--- config.mk ---
export PLATFORM = sky130hd
export DESIGN_NAME = sample_buffer_reader_flat
export DESIGN_NICKNAME = d
export VERILOG_FILES = /design/src/rtl/sample_buffer_reader_pkg.sv /design/src/rtl/sample_buffer_reader_if.sv /design/src/rtl/sample_buffer_reader_bank.sv /design/src/rtl/sample_buffer_reader.sv /design/src/flat_wrapper.sv
export SDC_FILE = /design/constraint.sdc
export NUM_CORES = 1
export LEC_CHECK = 0
export CORE_MARGIN = 1.5
export CORE_UTILIZATION = 32
export DETAILED_ROUTE_END_ITERATION = 10
export PLACE_DENSITY = 0.47
export REMOVE_ABC_BUFFERS = 1
export SYNTH_ARGS = -nofsm -noshare
export SYNTH_HDL_FRONTEND = slang
export SYNTH_SLANG_ARGS = --single-unit
--- constraint.sdc ---
create_clock -name clk -period 25.2 [get_ports clk]
set_input_delay 5.04 -clock clk [delete_from_list [all_inputs] [get_ports clk]]
set_output_delay 5.04 -clock clk [all_outputs]
set_load 0.01 [all_outputs]
--- src/rtl/sample_buffer_reader_pkg.sv ---
// Shared types and constants for the sample buffer reader.
// Optional feature macro: SAMPLE_READER_CHECKSUM_EN (adds the trailing XOR checksum byte).
package sample_buf_pkg;

  localparam int unsigned DATA_W = 8;
  localparam logic [3:0]  HEADER_TAG = 4'hA;

  typedef enum logic [1:0] {
    IDLE,
    HEADER,
    DATA,
    CSUM
  } state_t;

  // Frame header: tag nibble in the upper half, channel number in the low bits.
  function automatic logic [7:0] header_byte(input logic [2:0] ch);
    return {HEADER_TAG, 1'b0, ch};
  endfunction

endpackage

--- src/rtl/sample_buffer_reader_if.sv ---
// Byte stream valid/ready link carrying the read-out frame.
// Optional feature macro: SAMPLE_READER_CHECKSUM_EN (no effect on this interface).
interface sample_buffer_reader_if;
  import sample_buf_pkg::*;

  logic [DATA_W-1:0] out_data;
  logic              out_valid;
  logic              out_ready;

  modport master (output out_data, output out_valid, input out_ready);
  modport slave  (input out_data, input out_valid, output out_ready);

endinterface

--- src/rtl/sample_buffer_reader_bank.sv ---
// NUM_CHANNELS x DEPTH sample shift storage with a single write port and a
// combinational whole-channel read bus (element 0 = oldest sample).
// Optional feature macro: SAMPLE_READER_CHECKSUM_EN (no effect on this block).
module sample_channel_bank
  import sample_buf_pkg::*;
#(
  parameter int unsigned NUM_CHANNELS = 7,
  parameter int unsigned DEPTH        = 10
) (
  input  logic                          clk_i,
  input  logic                          rst_i,
  input  logic                          wr_en_i,
  input  logic [2:0]                    wr_ch_i,
  input  logic [DATA_W-1:0]             wr_data_i,
  input  logic [2:0]                    rd_ch_i,
  output logic [DEPTH-1:0][DATA_W-1:0]  rd_bus_o
);

  logic [DEPTH-1:0][DATA_W-1:0] mem_q [NUM_CHANNELS];

  // Shift the addressed channel down one slot, newest sample enters at the top.
  always_ff @(posedge clk_i or posedge rst_i) begin
    if (rst_i) begin
      for (int unsigned c = 0; c < NUM_CHANNELS; c++) begin
        mem_q[c] <= '0;
      end
    end else begin
      for (int unsigned c = 0; c < NUM_CHANNELS; c++) begin
        if (wr_en_i && (wr_ch_i == 3'(c))) begin
          mem_q[c] <= {wr_data_i, mem_q[c][DEPTH-1:1]};
        end
      end
    end
  end

  // Whole-channel read mux; out-of-range channels read as zero.
  always_comb begin
    rd_bus_o = '0;
    for (int unsigned c = 0; c < NUM_CHANNELS; c++) begin
      if (rd_ch_i == 3'(c)) begin
        rd_bus_o = mem_q[c];
      end
    end
  end

endmodule

--- src/rtl/sample_buffer_reader.sv ---
// Sample buffer reader: snapshots one channel on request and streams
// header, samples oldest-first and (optionally) an XOR checksum.
// Optional feature macro: SAMPLE_READER_CHECKSUM_EN (adds CSUM state and accumulator).
module sample_buffer_reader
  import sample_buf_pkg::*;
#(
  parameter int unsigned NUM_CHANNELS = 7,
  parameter int unsigned DEPTH        = 10
) (
  input  logic                          clk,
  input  logic                          reset,
  input  logic                          wr_en,
  input  logic [2:0]                    wr_ch,
  input  logic [DATA_W-1:0]             wr_data,
  input  logic                          rd_start,
  input  logic [2:0]                    rd_ch,
  output logic                          busy,
  output logic                          rd_err,
  sample_buffer_reader_if.master        out_if
);

  localparam int unsigned IDX_W = $clog2(DEPTH);
  localparam logic [IDX_W-1:0] IDX_LAST = IDX_W'(DEPTH - 1);
  localparam logic [3:0] NCH = 4'(NUM_CHANNELS);

  state_t                       state_q;
  logic [DEPTH-1:0][DATA_W-1:0] snap_q;
  logic [IDX_W-1:0]             idx_q;
  logic [DATA_W-1:0]            out_data_q;
  logic                         out_valid_q;
  logic                         busy_q;
  logic                         rd_err_q;
`ifdef SAMPLE_READER_CHECKSUM_EN
  logic [DATA_W-1:0]            csum_q;
`endif

  logic [DEPTH-1:0][DATA_W-1:0] bank_bus;
  logic                         start_ok;
  logic                         hs;
  logic [IDX_W-1:0]             idx_nxt;

  sample_channel_bank #(
    .NUM_CHANNELS (NUM_CHANNELS),
    .DEPTH        (DEPTH)
  ) u_bank (
    .clk_i     (clk),
    .rst_i     (reset),
    .wr_en_i   (wr_en),
    .wr_ch_i   (wr_ch),
    .wr_data_i (wr_data),
    .rd_ch_i   (rd_ch),
    .rd_bus_o  (bank_bus)
  );

  // Start qualification, output handshake and next sample index.
  always_comb begin
    start_ok = (state_q == IDLE) && rd_start && ({1'b0, rd_ch} < NCH);
    hs       = out_valid_q && out_if.out_ready;
    idx_nxt  = idx_q + 1'b1;
  end

  // Frame FSM with registered stream outputs. The bank bus reflects pre-write
  // storage, so a same-cycle write to the read channel is not captured.
  // Each data byte is folded into the checksum as it is loaded, so the
  // checksum is complete when the last sample is presented.
  always_ff @(posedge clk or posedge reset) begin
    if (reset) begin
      state_q     <= IDLE;
      snap_q      <= '0;
      idx_q       <= '0;
      out_data_q  <= '0;
      out_valid_q <= 1'b0;
      busy_q      <= 1'b0;
      rd_err_q    <= 1'b0;
`ifdef SAMPLE_READER_CHECKSUM_EN
      csum_q      <= '0;
`endif
    end else begin
      rd_err_q <= rd_start && !start_ok;
      case (state_q)
        IDLE: begin
          if (start_ok) begin
            state_q     <= HEADER;
            snap_q      <= bank_bus;
            idx_q       <= '0;
            out_data_q  <= header_byte(rd_ch);
            out_valid_q <= 1'b1;
            busy_q      <= 1'b1;
`ifdef SAMPLE_READER_CHECKSUM_EN
            csum_q      <= header_byte(rd_ch);
`endif
          end
        end
        HEADER: begin
          if (hs) begin
            state_q    <= DATA;
            idx_q      <= '0;
            out_data_q <= snap_q[0];
`ifdef SAMPLE_READER_CHECKSUM_EN
            csum_q     <= csum_q ^ snap_q[0];
`endif
          end
        end
        DATA: begin
          if (hs) begin
            if (idx_q == IDX_LAST) begin
`ifdef SAMPLE_READER_CHECKSUM_EN
              state_q    <= CSUM;
              out_data_q <= csum_q;
`else
              state_q     <= IDLE;
              out_data_q  <= '0;
              out_valid_q <= 1'b0;
              busy_q      <= 1'b0;
`endif
            end else begin
              idx_q      <= idx_nxt;
              out_data_q <= snap_q[idx_nxt];
`ifdef SAMPLE_READER_CHECKSUM_EN
              csum_q     <= csum_q ^ snap_q[idx_nxt];
`endif
            end
          end
        end
`ifdef SAMPLE_READER_CHECKSUM_EN
        CSUM: begin
          if (hs) begin
            state_q     <= IDLE;
            out_data_q  <= '0;
            out_valid_q <= 1'b0;
            busy_q      <= 1'b0;
          end
        end
`endif
        default: begin
          state_q     <= IDLE;
          out_data_q  <= '0;
          out_valid_q <= 1'b0;
          busy_q      <= 1'b0;
        end
      endcase
    end
  end

  assign busy             = busy_q;
  assign rd_err           = rd_err_q;
  assign out_if.out_data  = out_data_q;
  assign out_if.out_valid = out_valid_q;

endmodule

--- src/flat_wrapper.sv ---
// flat-port wrapper written by rule: the top's interface ports become plain ports
module sample_buffer_reader_flat import sample_buf_pkg::*;
#(
  parameter int unsigned NUM_CHANNELS = 7,
  parameter int unsigned DEPTH        = 10
)
  (clk, reset, wr_en, wr_ch, wr_data, rd_start, rd_ch, busy, rd_err, out_if_out_data, out_if_out_valid, out_if_out_ready);
  sample_buffer_reader_if out_if_i ();
  input  logic clk;
  input  logic reset;
  input  logic wr_en;
  input  logic [2:0] wr_ch;
  input  logic [DATA_W-1:0] wr_data;
  input  logic rd_start;
  input  logic [2:0] rd_ch;
  output logic busy;
  output logic rd_err;
  output wire logic [$bits(out_if_i.out_data)-1:0] out_if_out_data;
  output wire logic [$bits(out_if_i.out_valid)-1:0] out_if_out_valid;
  input wire logic [$bits(out_if_i.out_ready)-1:0] out_if_out_ready;
  assign out_if_out_data = out_if_i.out_data;
  assign out_if_out_valid = out_if_i.out_valid;
  assign out_if_i.out_ready = out_if_out_ready;
  sample_buffer_reader #(.NUM_CHANNELS(NUM_CHANNELS), .DEPTH(DEPTH)) u_core (.clk(clk), .reset(reset), .wr_en(wr_en), .wr_ch(wr_ch), .wr_data(wr_data), .rd_start(rd_start), .rd_ch(rd_ch), .busy(busy), .rd_err(rd_err), .out_if(out_if_i));
endmodule
==> results of run 1 <==
[worst reg2reg max path: stages, from the launching register on]
cell	delay (ns)
dfrtp_2	0.34
buf_4	0.66
ha_1	0.78
buf_4	0.34
mux4_2	0.35
mux2i_1	0.30
nor3_1	0.08
a2111o_1	0.30
[metal layers]
metal	GRT usage (%)	vias up	wire, um
met4	4.24	0	1400
met5	0	-	0
met3	2.61	82	2730
met1	22.1	9558	34900
met2	23.9	264	32500
li1	-	8210	-
[layout make-up]
cell class              count  area [um2]  area share, %
inverters                   8        38.8          0.115
repair buffers             67         591           1.75
well taps                1243        1560           4.62
flip-flops and latches    656       16400           48.7
clock buffers             122        2430           7.22
multi-input cells        1383       12500           37.1
clock inverters            17         164          0.487
[flip-flops by register name (all words and copies together) (netlist names)]
name                     cells
u_core.state_q               2
u_core.out_if.out_data       8
u_core.out_if.out_valid      1
u_core.snap_q               80
u_core.idx_q                 4
u_core.rd_err                1
u_core.u_bank.mem_q        560
[stage by stage]
stage | cells | utilization, %
global route | 3496 | 36.7
global placement | 3357 | 33.9
CTS | 3496 | 36.7
finish | 3496 | 36.7
floorplan | 2047 | -
detailed placement | 3357 | 33.9
[where the power goes]
part	total (W)	leakage [nW]	switching (W)	internal (W)
clock network	0.00112	1.29	0.000434	0.000690
registers	0.00146	8.73	0.000181	0.00128
logic	0.000543	5.12	0.000257	0.000286
[cells by family after synthesis]
| logic type | count (synthesis) | synth area share [%] |
|---|---|---|
| buffers and inverters | 186 | 2.75 |
| AND/OR/NAND/NOR | 323 | 4.52 |
| multiplexers | 679 | 28.0 |
| AO/OA/AOI/OAI | 377 | 9.16 |
| XOR/XNOR | 2 | 0.185 |
| flip-flops | 656 | 55.3 |
| adder cells (fa/ha/maj) | 2 | 0.0843 |
[how the worst max path moves through the flow]
stage	start	end	slack (ns)	cells after the start
6_report	reset	u_core.u_bank.mem_q[301]$_DFFE_PP0P_	16.46	6
2_1_floorplan	reset	u_core.idx_q[0]$_DFFE_PP0P_	1.78	1
5_1_grt	reset	u_core.u_bank.mem_q[285]$_DFFE_PP0P_	15.79	6
3_3_place_gp	reset	u_core.u_bank.mem_q[277]$_DFFE_PP0P_	15.70	6
3_5_place_dp	reset	u_core.u_bank.mem_q[437]$_DFFE_PP0P_	15.62	6
4_1_cts	reset	u_core.u_bank.mem_q[189]$_DFFE_PP0P_	16.28	6
[layout by cell type (no fill, tap or decap), types with 6 or more instances in the layout]
cell type and n:
a221oi_1 80, o2bb2ai_1 28, clkbuf_8 27, inv_1 6
o21ai_0 63, mux4_2 63, o211ai_1 6, clkinv_2 14
buf_4 37, a21oi_1 59, clkdlybuf4s50_1 26, mux2_1 15
nor3_1 6, a21boi_0 6, a22o_1 28, dfrtp_1 655
mux2i_1 54, nand2_1 138, clkbuf_1 16, o31ai_1 80
mux2_2 545, nor2_1 137, clkbuf_16 81
==> impl_metrics.prom, run 1 <==
# TYPE chip_impl_metric gauge
chip_impl_info{name="run_status",value="finished, final reports clean"} 1
chip_impl_metric{name="core_area",unit="um2"} 91800
chip_impl_metric{name="detailedRoute.firstIterationViolations",unit=""} 1243
chip_impl_metric{name="timing.max_slew.rel_slack",unit="%"} 19.1
chip_impl_metric{name="worst_slew_pin_slew",unit="ns"} 1.21
chip_impl_metric{name="floorplan_die_height",unit="um"} 308
chip_impl_metric{name="synth.lib_cells_used.distinct",unit=""} 56
chip_impl_metric{name="clock_path_buffers",unit=""} 3
chip_impl_metric{name="synthToLayoutAreaGrowth",unit="%"} 13.5
chip_impl_metric{name="netlist_area_pre_place",unit="um2"} 29700
chip_impl_metric{name="fin_crit",unit="ns"} 8.74
chip_impl_info{name="hold_path.class",value="reg -> reg"} 1
chip_impl_metric{name="depth_of_the_cts_h_tree",unit=""} 3
chip_impl_metric{name="worst-path-buf-inv",unit=""} 6
chip_impl_metric{name="synthesis.yosys.warnings",unit=""} 0
chip_impl_metric{name="synth_edf_count",unit=""} 0
chip_impl_metric{name="post_dp_cell_area",unit="um2"} 31100
chip_impl_metric{name="yosys_register_bits",unit=""} 656
chip_impl_metric{name="power",unit="W"} 0.00313
chip_impl_metric{name="netlist_instances",unit=""} 2225
chip_impl_metric{name="cap_violations",unit=""} 0
chip_impl_metric{name="number_of_global_route_vias_before_repair",unit=""} 18900
chip_impl_metric{name="final_setup_violation_count",unit=""} 0
chip_impl_metric{name="timing.hold.ws",unit="ns"} 0.474
chip_impl_metric{name="finalWorstSetupSlack",unit="ns"} 16.46
chip_impl_metric{name="gr-total-overflow",unit=""} 0
chip_impl_info{name="crit_path_cell_trace",value="clkdlybuf4s50_1 -> inv_8 -> buf_12 -> buf_4 -> buf_4 -> buf_4"} 1
chip_impl_metric{name="die-width",unit="um"} 308
chip_impl_metric{name="synthArstFlopShare",unit="%"} 100
chip_impl_metric{name="synth_top_area_share",unit="%"} 55.3
chip_impl_metric{name="min_path_cells",unit=""} 2
chip_impl_metric{name="avgSynthCellArea",unit="um2"} 13.3
chip_impl_metric{name="start_util",unit="%"} 32.3
chip_impl_metric{name="timing.critical_path.fanout_max",unit=""} 162
chip_impl_metric{name="synth_sequential_area_ratio",unit="%"} 55.3
chip_impl_metric{name="number_of_i_o_port_buffers",unit=""} 29
chip_impl_info{name="cpMaxStageDelayCell",value="buf_4"} 1
chip_impl_metric{name="timing.critical_path.arrival",unit="ns"} 9.35
chip_impl_metric{name="detail_route.wirelength",unit="um"} 71500
chip_impl_metric{name="via_per_inst",unit=""} 5.18
chip_impl_info{name="path_class",value="in -> async"} 1
chip_impl_metric{name="postCtsHoldBufs",unit=""} 0
chip_impl_metric{name="reg2reg_path_depth",unit=""} 7
chip_impl_info{name="worstReg2RegEnd",value="u_core.out_if.out_data[4]$_DFFE_PP0P_"} 1
chip_impl_metric{name="io_pins",unit=""} 30
chip_impl_info{name="end_kind",value="asynchronous set/reset pin"} 1
chip_impl_info{name="hold_path_end",value="u_core.snap_q[37]$_DFFE_PP0P_"} 1
chip_impl_info{name="cts_tree",value="done"} 1
chip_impl_metric{name="rrSetupSlack",unit="ns"} 21.93
chip_impl_metric{name="grt_start_max_net_pins",unit=""} 163
chip_impl_metric{name="cts.reportedPaths.clkPinSlew",unit="ns"} 0.06
chip_impl_metric{name="gp_congestion",unit=""} 0.748
chip_impl_metric{name="power.density_cell_area",unit="nW/um2"} 92.8
chip_impl_metric{name="placement.setup.worst_slack",unit="ns"} 15.62
chip_impl_metric{name="final_net_count",unit=""} 2213
chip_impl_metric{name="detail_route.wl_per_cell",unit="um"} 20.5
chip_impl_metric{name="timing.critical_path.slowest_cell_delay",unit="ns"} 0.86
chip_impl_metric{name="worst_clock_skew",unit="ns"} 0.0201
chip_impl_info{name="synth_area_leader_cell",value="dfrtp_1"} 1
chip_impl_metric{name="share_of_layout_cells_above_drive_strength_1",unit="%"} 35.0
chip_impl_metric{name="detail-route-antenna-nets",unit=""} 0
chip_impl_metric{name="crit_required",unit="ns"} 25.81
chip_impl_metric{name="cts_resized",unit=""} 0
chip_impl_metric{name="route.detailed.drc",unit=""} 0
chip_impl_metric{name="p_leak",unit="nW"} 15.2
chip_impl_metric{name="via_count",unit=""} 18100
chip_impl_info{name="ys_top_cells_by_count",value="dfrtp_1 (656), mux2_2 (545), nand2_1 (138), nor2_1 (137), clkbuf_1 (106)"} 1
chip_impl_metric{name="first_pass_drt_iterations",unit=""} 5
chip_impl_metric{name="cts_sinks",unit=""} 656
chip_impl_metric{name="post-cts-setup-buffer-count",unit=""} 0
chip_impl_info{name="yosys-top-cells-area",value="dfrtp_1 (55%), mux2_2 (21%), mux4_2 (4.8%)"} 1
chip_impl_metric{name="dp_hpwl",unit="um"} 41800
chip_impl_metric{name="numCtsBuffers",unit=""} 76
chip_impl_metric{name="die_area",unit="um2"} 94600
chip_impl_metric{name="max_freq",unit="GHz"} 0.114
chip_impl_info{name="rsz0062_at_grt",value="no"} 1
chip_impl_metric{name="peakVddDrop",unit="V"} 0.0000449
chip_impl_metric{name="core.rowCount",unit=""} 111
chip_impl_info{name="start_kind",value="primary input"} 1
chip_impl_info{name="critPathTopFamily",value="buffers and inverters"} 1
chip_impl_metric{name="final-max-slew-violation-count",unit=""} 0
chip_impl_info{name="yosysMostFrequentCell",value="dfrtp_1"} 1
chip_impl_metric{name="final_min_period_over_clock_period",unit="%"} 34.7
chip_impl_metric{name="num_antenna_cells",unit=""} 0
chip_impl_metric{name="antenna_violations_before_repair",unit=""} 0
chip_impl_metric{name="grtUsageTotal",unit="%"} 15.4
chip_impl_info{name="min-delay-start",value="u_core.snap_q[37]$_DFFE_PP0P_"} 1
chip_impl_info{name="cts_root_buffer",value="clkbuf_16"} 1
chip_impl_metric{name="clkLatencyLatePin",unit="ns"} 0.60
chip_impl_info{name="synthFlopType",value="dfrtp_1"} 1
chip_impl_metric{name="hold_violations",unit=""} 0
chip_impl_metric{name="timing.setup.tns",unit="ns"} 0
chip_impl_info{name="regToRegStartpoint",value="u_core.idx_q[0]$_DFFE_PP0P_"} 1
chip_impl_info{name="worst_path_most_repeated_cell",value="buf_4"} 1
chip_impl_metric{name="cell_area_after_layout",unit="um2"} 33700
chip_impl_metric{name="layout_fillers",unit=""} 8824
chip_impl_metric{name="global_route_wire_length_before_repair",unit="um"} 115000
(Power assumes the default switching activity.)
==> inputs of run 2 (changes only) <==
--- a/config.mk
+++ b/config.mk
@@ -8,7 +8,7 @@
 export CORE_MARGIN = 1.5
 export CORE_UTILIZATION = 32
 export DETAILED_ROUTE_END_ITERATION = 10
-export PLACE_DENSITY = 0.47
+export PLACE_DENSITY = 0.49
 export REMOVE_ABC_BUFFERS = 1
 export SYNTH_ARGS = -nofsm -noshare
 export SYNTH_HDL_FRONTEND = slang
==> constraint.sdc (replaced) <==
create_clock -name clk -period 8 [get_ports clk]
set_input_delay 1.6 -clock clk [delete_from_list [all_inputs] [get_ports clk]]
set_output_delay 1.6 -clock clk [all_outputs]
set_load 0.01 [all_outputs]
==> run 2 against run 1 <==
  * Global-route usage rose by 0.082 points
  * Final cell count is 0.31% lower
  * Sequential cell count unchanged
  * Routed wire length fell by 0.10%
  * Core utilization down 0.17 points
  * Clock skew shrank 0.0025 ns
  * Combinational power grew to 3.2 times the previous value
==> impl_metrics.prom, run 2 (synthesis gave the netlist of run 1 again) <==
# TYPE chip_impl_metric gauge
chip_impl_metric{name="reg2reg_path_depth",unit=""} 4
chip_impl_metric{name="final_setup_violation_count",unit=""} 0
chip_impl_metric{name="floorplan_die_height",unit="um"} 308
chip_impl_metric{name="crit_required",unit="ns"} 8.51
chip_impl_metric{name="cts_resized",unit=""} 0
chip_impl_info{name="cts_tree",value="done"} 1
chip_impl_metric{name="cts.reportedPaths.clkPinSlew",unit="ns"} 0.06
chip_impl_metric{name="cts_sinks",unit=""} 656
chip_impl_metric{name="hold_violations",unit=""} 0
chip_impl_metric{name="share_of_layout_cells_above_drive_strength_1",unit="%"} 34.4
chip_impl_metric{name="grtUsageTotal",unit="%"} 15.5
chip_impl_metric{name="via_count",unit=""} 18300
chip_impl_metric{name="post_dp_cell_area",unit="um2"} 31100
chip_impl_metric{name="route.detailed.drc",unit=""} 0
chip_impl_metric{name="dp_hpwl",unit="um"} 43000
chip_impl_metric{name="gp_congestion",unit=""} 0.745
chip_impl_metric{name="detail-route-antenna-nets",unit=""} 0
chip_impl_metric{name="global_route_wire_length_before_repair",unit="um"} 116000
chip_impl_metric{name="gr-total-overflow",unit=""} 0
chip_impl_metric{name="min_path_cells",unit=""} 2
chip_impl_metric{name="number_of_global_route_vias_before_repair",unit=""} 19400
chip_impl_metric{name="die-width",unit="um"} 308
chip_impl_info{name="rsz0062_at_grt",value="no"} 1
chip_impl_metric{name="worst_clock_skew",unit="ns"} 0.0175
chip_impl_metric{name="synthToLayoutAreaGrowth",unit="%"} 12.9
chip_impl_metric{name="grt_start_max_net_pins",unit=""} 152
chip_impl_metric{name="final_net_count",unit=""} 2209
chip_impl_metric{name="timing.setup.tns",unit="ns"} 0
chip_impl_metric{name="detail_route.wl_per_cell",unit="um"} 20.5
chip_impl_metric{name="postCtsHoldBufs",unit=""} 0
chip_impl_metric{name="start_util",unit="%"} 32.3
chip_impl_metric{name="instances_no_fill",unit=""} 3485
chip_impl_info{name="path_class",value="in -> reg"} 1
chip_impl_metric{name="core.rowCount",unit=""} 111
chip_impl_info{name="cts_root_buffer",value="clkbuf_16"} 1
chip_impl_metric{name="fin_crit",unit="ns"} 4.02
chip_impl_metric{name="core_area",unit="um2"} 91800
chip_impl_metric{name="place_inst",unit=""} 3354
chip_impl_metric{name="final_min_period_over_clock_period",unit="%"} 50.3
chip_impl_metric{name="power.density_cell_area",unit="nW/um2"} 290
chip_impl_metric{name="number_of_i_o_port_buffers",unit=""} 29
chip_impl_metric{name="timing.critical_path.fanout_max",unit=""} 85
chip_impl_metric{name="clkLatencyLatePin",unit="ns"} 0.62
chip_impl_metric{name="detail_route.wirelength",unit="um"} 71400
chip_impl_metric{name="finalWorstSetupSlack",unit="ns"} 3.98
chip_impl_info{name="regToRegStartpoint",value="u_core.state_q[0]$_DFFE_PP0P_"} 1
chip_impl_metric{name="detailedRoute.firstIterationViolations",unit=""} 1253
chip_impl_info{name="start_kind",value="primary input"} 1
chip_impl_info{name="hold_path_end",value="u_core.snap_q[47]$_DFFE_PP0P_"} 1
chip_impl_metric{name="die_area",unit="um2"} 94600
chip_impl_metric{name="final-max-slew-violation-count",unit=""} 0
chip_impl_metric{name="timing.critical_path.arrival",unit="ns"} 4.53
chip_impl_metric{name="placement.setup.worst_slack",unit="ns"} 3.45
chip_impl_info{name="worstReg2RegEnd",value="u_core.snap_q[74]$_DFFE_PP0P_"} 1
chip_impl_metric{name="timing.max_slew.rel_slack",unit="%"} 34.4
chip_impl_metric{name="max_freq",unit="GHz"} 0.249
chip_impl_metric{name="p_leak",unit="nW"} 15.0
chip_impl_metric{name="numCtsBuffers",unit=""} 75
chip_impl_info{name="hold_path.class",value="reg -> reg"} 1
chip_impl_metric{name="via_per_inst",unit=""} 5.25
chip_impl_metric{name="clock_path_buffers",unit=""} 3
chip_impl_metric{name="first_pass_drt_iterations",unit=""} 5
chip_impl_metric{name="post-cts-setup-buffer-count",unit=""} 0
chip_impl_info{name="end_kind",value="flip-flop"} 1
chip_impl_metric{name="depth_of_the_cts_h_tree",unit=""} 3
chip_impl_metric{name="largest_register_ff_count",unit=""} 560
chip_impl_metric{name="peakVddDrop",unit="V"} 0.000151
chip_impl_info{name="largest_register",value="u_core.u_bank.mem_q"} 1
chip_impl_metric{name="layout_fillers",unit=""} 8855
chip_impl_metric{name="antenna_violations_before_repair",unit=""} 3
chip_impl_info{name="layout.cells.most_common",value="dfrtp_1"} 1
chip_impl_metric{name="num_antenna_cells",unit=""} 0
chip_impl_info{name="layout.cells.most_common_list",value="dfrtp_1 (655), mux2_2 (545), nand2_1 (138)"} 1
chip_impl_metric{name="rrSetupSlack",unit="ns"} 5.01
chip_impl_metric{name="timing.hold.ws",unit="ns"} 0.472
chip_impl_info{name="run_status",value="finished, final reports clean"} 1
chip_impl_info{name="min-delay-start",value="u_core.snap_q[47]$_DFFE_PP0P_"} 1
chip_impl_metric{name="cell_area_after_layout",unit="um2"} 33500
chip_impl_metric{name="cap_violations",unit=""} 0
chip_impl_metric{name="io_pins",unit=""} 30
chip_impl_metric{name="worst_slew_pin_slew",unit="ns"} 0.981
==> run 2: cell types whose count changed in the layout (fill, tap and decap cells not counted), sizes merged <==
cell / before / now
clkbuf: 124 / 117
clkinvlp: 0 / 1
inv: 8 / 9
clkinv: 14 / 11
buf: 39 / 36
==> run 2: metal layers <==
| layer | GRT usage [%] | wire length, um |
|---|---|---|
| met5 | 0 | 13 |
| met4 | 3.62 | 1260 |
| met3 | 2.86 | 2720 |
| met2 | 23.9 | 32700 |
| met1 | 22.4 | 34700 |
==> run 2: metrics by stage <==
step                total power, W  utilization, %
floorplan                  0.00572               -
global placement           0.00635            33.9
detailed placement         0.00642            33.9
CTS                        0.00984            36.5
global route                0.0102            36.5
finish                     0.00971            36.5
==> run 2: worst max-delay path by stage <==
stage              from                             to  slack (ns)  cells past startpoint
2_1_floorplan     reset    u_core.idx_q[0]$_DFFE_PP0P_      -11.98                      1
3_3_place_gp   rd_start  u_core.snap_q[66]$_DFFE_PP0P_        3.52                      5
3_5_place_dp   rd_start  u_core.snap_q[74]$_DFFE_PP0P_        3.45                      5
4_1_cts        rd_start  u_core.snap_q[74]$_DFFE_PP0P_        4.06                      5
5_1_grt        rd_start  u_core.snap_q[74]$_DFFE_PP0P_        3.76                      5
6_report       rd_start  u_core.snap_q[74]$_DFFE_PP0P_        3.98                      5
==> run 2: critical path, cell delays in order <==
cell             delay [ns]
clkdlybuf4s50_1        0.61
nor2b_1                0.46
nand3b_1               0.77
buf_4                  0.67
o31ai_1                0.36
==> run 2: area by class of cell <==
class                   count  area (um2)  share of cell area [%]
multi-input cells        1383       12500                    37.3
clock inverters            16         199                   0.593
clock buffers             115        2210                    6.59
inverters                   8        38.8                   0.116
flip-flops and latches    656       16400                    49.0
repair buffers             64         618                    1.84
well taps                1243        1560                    4.64
==> run 2: power breakdown <==
group,switching (W),leakage [nW],internal (W)
combinational,0.000831,5.13,0.000901
clock,0.00137,1.18,0.00200
sequential,0.000571,8.73,0.00403
